[config.mk]
export PLATFORM = sky130hd
export DESIGN_NAME = twos_comp_seq
export DESIGN_NICKNAME = d
export VERILOG_FILES = /design/src/rtl/twos_comp_seq.sv
export SDC_FILE = /design/constraint.sdc
export NUM_CORES = 1
export LEC_CHECK = 0
export CAP_MARGIN = 30
export CORE_MARGIN = 3
export CORE_UTILIZATION = 40
export DETAILED_ROUTE_END_ITERATION = 16
export MAX_ROUTING_LAYER = met4
export PLACE_DENSITY = 0.69
export SLEW_MARGIN = 10
export SYNTH_ARGS = -nofsm -noshare
export SYNTH_HDL_FRONTEND = slang
export SYNTH_SLANG_ARGS = --single-unit
[constraint.sdc]
create_clock -name clk -period 4.9 [get_ports clk]
set_input_delay 0.49 -clock clk [delete_from_list [all_inputs] [get_ports clk]]
set_output_delay 0.49 -clock clk [all_outputs]
set_load 0.02 [all_outputs]
[src/rtl/twos_comp_seq.sv]
// twos_comp_seq: chunk-serial pass / one's complement / negate / absolute value with valid-ready handshake
module twos_comp_seq #(
  parameter int WIDTH = 32,
  parameter int CHUNK = 8
) (
  input  logic             clk,
  input  logic             rst,
  input  logic             in_valid,
  output logic             in_ready,
  input  logic [WIDTH-1:0] A,
  input  logic [1:0]       mode,
  output logic             out_valid,
  input  logic             out_ready,
  output logic [WIDTH-1:0] R,
  output logic             ovf,
  output logic             zero
);
  localparam int N  = WIDTH / CHUNK;
  localparam int CW = (N > 1) ? $clog2(N) : 1;
  typedef enum logic [1:0] {IDLE, BUSY, DONE} state_t;
  state_t           state_q, state_d;
  logic [WIDTH-1:0] a_q, a_d, r_q, r_d;
  logic [1:0]       mode_q, mode_d;
  logic [CW-1:0]    cnt_q, cnt_d;
  logic             inv_q, inv_d, carry_q, carry_d, ovf_q, ovf_d, zero_q, zero_d;
  logic [CHUNK-1:0] chunk;
  logic [CHUNK:0]   sum;
  logic             last, a_neg;
  assign in_ready  = (state_q == IDLE) && !rst;
  assign out_valid = (state_q == DONE);
  assign R         = r_q;
  assign ovf       = ovf_q;
  assign zero      = zero_q;
  assign a_neg     = A[WIDTH-1];
  always_comb begin
    state_d = state_q;
    a_d     = a_q;
    mode_d  = mode_q;
    cnt_d   = cnt_q;
    inv_d   = inv_q;
    carry_d = carry_q;
    r_d     = r_q;
    ovf_d   = ovf_q;
    zero_d  = zero_q;
    chunk   = a_q[int'(cnt_q)*CHUNK +: CHUNK];
    sum     = {1'b0, inv_q ? ~chunk : chunk} + (CHUNK+1)'(carry_q);
    last    = (cnt_q == CW'(N - 1));
    if (state_q == IDLE && in_valid) begin
      state_d = BUSY;
      a_d     = A;
      mode_d  = mode;
      cnt_d   = '0;
      inv_d   = (mode == 2'b01) || (mode == 2'b10) || (mode == 2'b11 && a_neg);
      carry_d = (mode == 2'b10) || (mode == 2'b11 && a_neg);
    end else if (state_q == BUSY) begin
      r_d[int'(cnt_q)*CHUNK +: CHUNK] = sum[CHUNK-1:0];
      carry_d = sum[CHUNK];
      cnt_d   = last ? cnt_q : cnt_q + CW'(1);
      state_d = last ? DONE : BUSY;
      // flags only matter once the last chunk lands, so settle them then
      zero_d  = last ? (r_d == '0) : zero_q;
      ovf_d   = last ? (mode_q[1] && a_q == {1'b1, {(WIDTH-1){1'b0}}}) : ovf_q;
    end else if (state_q == DONE && out_ready) begin
      state_d = IDLE;
    end
  end
  always_ff @(posedge clk or posedge rst) begin
    if (rst) begin
      state_q <= IDLE;
      a_q     <= '0;
      mode_q  <= '0;
      cnt_q   <= '0;
      inv_q   <= 1'b0;
      carry_q <= 1'b0;
      r_q     <= '0;
      ovf_q   <= 1'b0;
      zero_q  <= 1'b0;
    end else begin
      state_q <= state_d;
      a_q     <= a_d;
      mode_q  <= mode_d;
      cnt_q   <= cnt_d;
      inv_q   <= inv_d;
      carry_q <= carry_d;
      r_q     <= r_d;
      ovf_q   <= ovf_d;
      zero_q  <= zero_d;
    end
  end
endmodule

==> qor.csv <==
stage,metric,value,unit
global_routing,Total GRT Usage,0.182,
setup_path,"slowest stage delay, CP",0.87,ns
final_layout,Layout Cell Area excl Fill,0.00461,mm^2
timing,transition time of the tightest slew-check pin,0.810,ns
power_and_ir_drop,Peak supply drop,0.000327,V
global_routing,largest net degree at the start of global routing,39,
clock_network,worst skew pair latency,0.36,ns
synth,syn avg cell area,11.8,um^2
setup_path,FF-to-FF path depth,10,
final_layout,diodes inserted,0,
placed_design,Port Buffer Count,73,
drt,Routed WL,8550,um
power_and_ir_drop,LEAKAGE,1.89,nW
synth,cell taking the most area after synthesis,dfrtp_1,
floorplanning,Core Region,0.00846,mm^2
synth,Synth Cell Area,0.00359,mm^2
setup_path,crit path capture,zero$_DFFE_PP0P_,
floorplanning,die width,101,um
synth,Post-synth EDFFs,0,
drt,vias per cell,5.62,
worst_hold_path,Hold Path Class,register to register,
final_layout,Final nets,426,
clock_network,clock slew at the register clock pins of the worst setup and hold paths,0.07,ns
setup_path,CP Launch Type,register,
drt,Post-route DRC,0,
setup_path,R2R Setup Slk,1.38,ns
floorplanning,die area,0.0102,mm^2
floorplanning,Site Rows,33,
synth,syn nets,352,
global_routing,vias in the first global route,2781,
timing,fin. max-slew vios,0,
drt,Detail Route Antenna Nets,0,
final_layout,P&R area growth vs syn,28.3,%
setup_path,"Max stage delay cell, worst path",dfrtp_1,
timing,final hold slack,0.489,ns
setup_path,worst r2r src,cnt_q[0]$_DFFE_PP0P_,
global_routing,initial antenna violation count,0,
synth,Area contributors post-synth,"dfrtp_1, mux2_2, mux4_2, o21ai_0, nand2_1",
setup_path,Worst Path Required,5.16,ns
synth,"Seq/Total Area, Yosys",0.508,
placed_design,detailed placement HPWL,6510,um
clock_network,Max clock buf depth,2,
drt,Starting DRT DRC Count,167,
clock_network,H-Tree Level Count,3,
drt,drt first pass iters,4,
outcome,outcome,completed,
timing,Tcrit/Tclk final,0.718,
global_routing,first-pass GRT wire length,14000,um
setup_path,Worst EP arrival,3.78,ns
setup_path,Worst Setup End Kind,register,
timing,final hold vios,0,
final_layout,layout cells sized above 1,0.167,
timing,Period minus WS final,3.52,ns
placed_design,Routability Congestion,0.882,
global_routing,GRT overflow,0,
setup_path,CP Launch Point,cnt_q[0]$_DFFE_PP0P_,
timing,post-route setup TNS,0,ns
placed_design,placed inst area,0.00441,mm^2
synth,Main synth FF type,dfrtp_1,
floorplanning,Starting Density,0.425,
clock_network,Clock Root Buffer,clkbuf_8,
setup_path,Crit Path Max Fanout,19,
timing,Slew headroom,0.460,
setup_path,r2r endpoint,zero$_DFFE_PP0P_,
clock_network,Post-CTS Repair Setup Buffers,0,
floorplanning,Die Span Y,101,um
clock_network,CTS Buf Count,9,
synth,asr flop ratio synth,1.00,
synth,total number of yosys warnings,0,
timing,Layout Skew,0.0129,ns
timing,RSZ-0062 raised after global routing,no,
clock_network,PostCTS Resize Cnt,0,
clock_network,CTS tree,yes,
drt,WL per Instance,17.5,um
job,maximum capacitance violations,0,
synth,post-synth top area share,0.508,
floorplanning,IO Pins,74,
timing,final setup violating endpoints,0,
synth,Yosys cell types,46,
power_and_ir_drop,power per cell area,703,mW/mm^2
synth,"FF+latch count, synth",73,
setup_path,critical path class,register to register,
clock_network,Sinks on Clock Net,73,
drt,via count,2748,
synth,cells after synthesis,305,
clock_network,CTS Hold Bufs,0,
final_layout,fin util,0.545,
timing,Fmax,284,MHz
setup_path,worst path cell trace,"mux4_2, xnor2_1, ha_1, ha_1, inv_1, o41ai_2, a21oi_1, xnor2_1, nand2b_1, o31ai_2",
-- worst min path at each step --
stage | from | endpoint | slack (ns) | cells past startpoint
final | ovf$_DFFE_PP0P_ | ovf$_DFFE_PP0P_ | 0.49 | 2
after global routing | mode_q[1]$_DFFE_PP0P_ | mode_q[1]$_DFFE_PP0P_ | 0.53 | 1
after CTS | ovf$_DFFE_PP0P_ | ovf$_DFFE_PP0P_ | 0.50 | 2
after detailed placement | R[27]$_DFFE_PP0P_ | R[27]$_DFFE_PP0P_ | 0.49 | 2
after global placement | ovf$_DFFE_PP0P_ | ovf$_DFFE_PP0P_ | 0.48 | 2
after floorplan | mode_q[1]$_DFFE_PP0P_ | mode_q[1]$_DFFE_PP0P_ | 0.47 | 1
-- power by group --
group / switching (mW) / internal, mW
logic: 0.899 / 0.736
registers: 0.270 / 0.861
clock network: 0.223 / 0.250
total: 1.39 / 1.85
-- layout by cell type, fill, tap and decap left out, drive strengths merged, types with 2 or more instances in the layout --
cell type	instances
dfrtp	73
clkdlybuf4s50	73
mux2	33
nand2	31
o21ai	26
nor4	14
a22o	12
clkbuf	12
a21oi	11
nor2	10
inv	10
ha	9
nor3	8
mux4	8
xnor2	7
nand3	5
nand2b	3
or3	3
nand4	3
clkinv	3
a41oi	2
mux2i	2
nor4b	2
buf	2
nor3b	2
o31ai	2
-- flip-flops by register name, indices dropped and copies added (netlist names) --
register  cells
ovf           1
zero          1
state_q       2
cnt_q         2
inv_q         1
a_q          32
mode_q        1
R            32
carry_q       1
-- cell usage after synthesis, types with 2 or more instances --
cell type,instances
a21oi_1,11
a22o_1,12
a41oi_1,2
buf_2,2
buf_6,2
clkbuf_1,8
dfrtp_1,73
ha_1,9
inv_1,10
mux2_2,33
mux2i_1,2
mux4_1,2
mux4_2,6
nand2_1,31
nand2b_1,3
nand3_1,5
nand4_1,3
nor2_1,10
nor3_1,8
nor4_1,12
nor4_4,2
nor4b_1,2
o21ai_0,26
or3_1,3
xnor2_1,7
-- cell families (layout without fill, tap and decap cells) --
family | count (synthesis) | after routing | share of synthesized area
AOI/OAI and AO/OA | 65 | 65 | 0.122
DFF | 73 | 73 | 0.508
xor gates and xnor gates | 8 | 8 | 0.0195
buffers and inverters | 22 | 101 | 0.0279
muxes | 43 | 43 | 0.161
and+or+nand+nor | 85 | 85 | 0.130
adders and majority gates | 9 | 9 | 0.0313
-- worst max-delay path: cells and delay by family (launching register included) --
family | cells | cell delay [ns]
compound gates | 3 | 0.67
xor+xnor | 2 | 0.52
fa+ha+maj | 2 | 0.52
buf+inv | 1 | 0.10
flops | 1 | 0.87
mux | 1 | 0.60
simple gates | 1 | 0.12
-- metal layers --
metal | GRT usage | wire (um) | vias to the layer above
li1 | - | - | 1283
met1 | 0.222 | 3630 | 1367
met2 | 0.300 | 4330 | 84
met3 | 0.0443 | 440 | 14
met4 | 0.0560 | 154 | 0
met5 | - | 0 | -
-- layout make-up --
type / count / area, um^2
timing repair buffer: 75 / 746
inverter: 10 / 37.5
clock buffer: 12 / 145
tap: 105 / 131
fill: 758 / 3850
clock inverter: 4 / 52.6
sequential: 73 / 1830
multi-input combinational: 210 / 1670
-- through the flow --
stage	instances	setup slack (ns)	total power [mW]
6_report	489	1.38	3.24
5_1_grt	489	1.11	3.44
4_1_cts	489	1.39	3.26
3_5_place_dp	473	1.41	2.79
3_3_place_gp	473	1.57	2.72
2_1_floorplan	305	1.79	2.20
No activity file was read; power rests on OpenSTA's default activity.
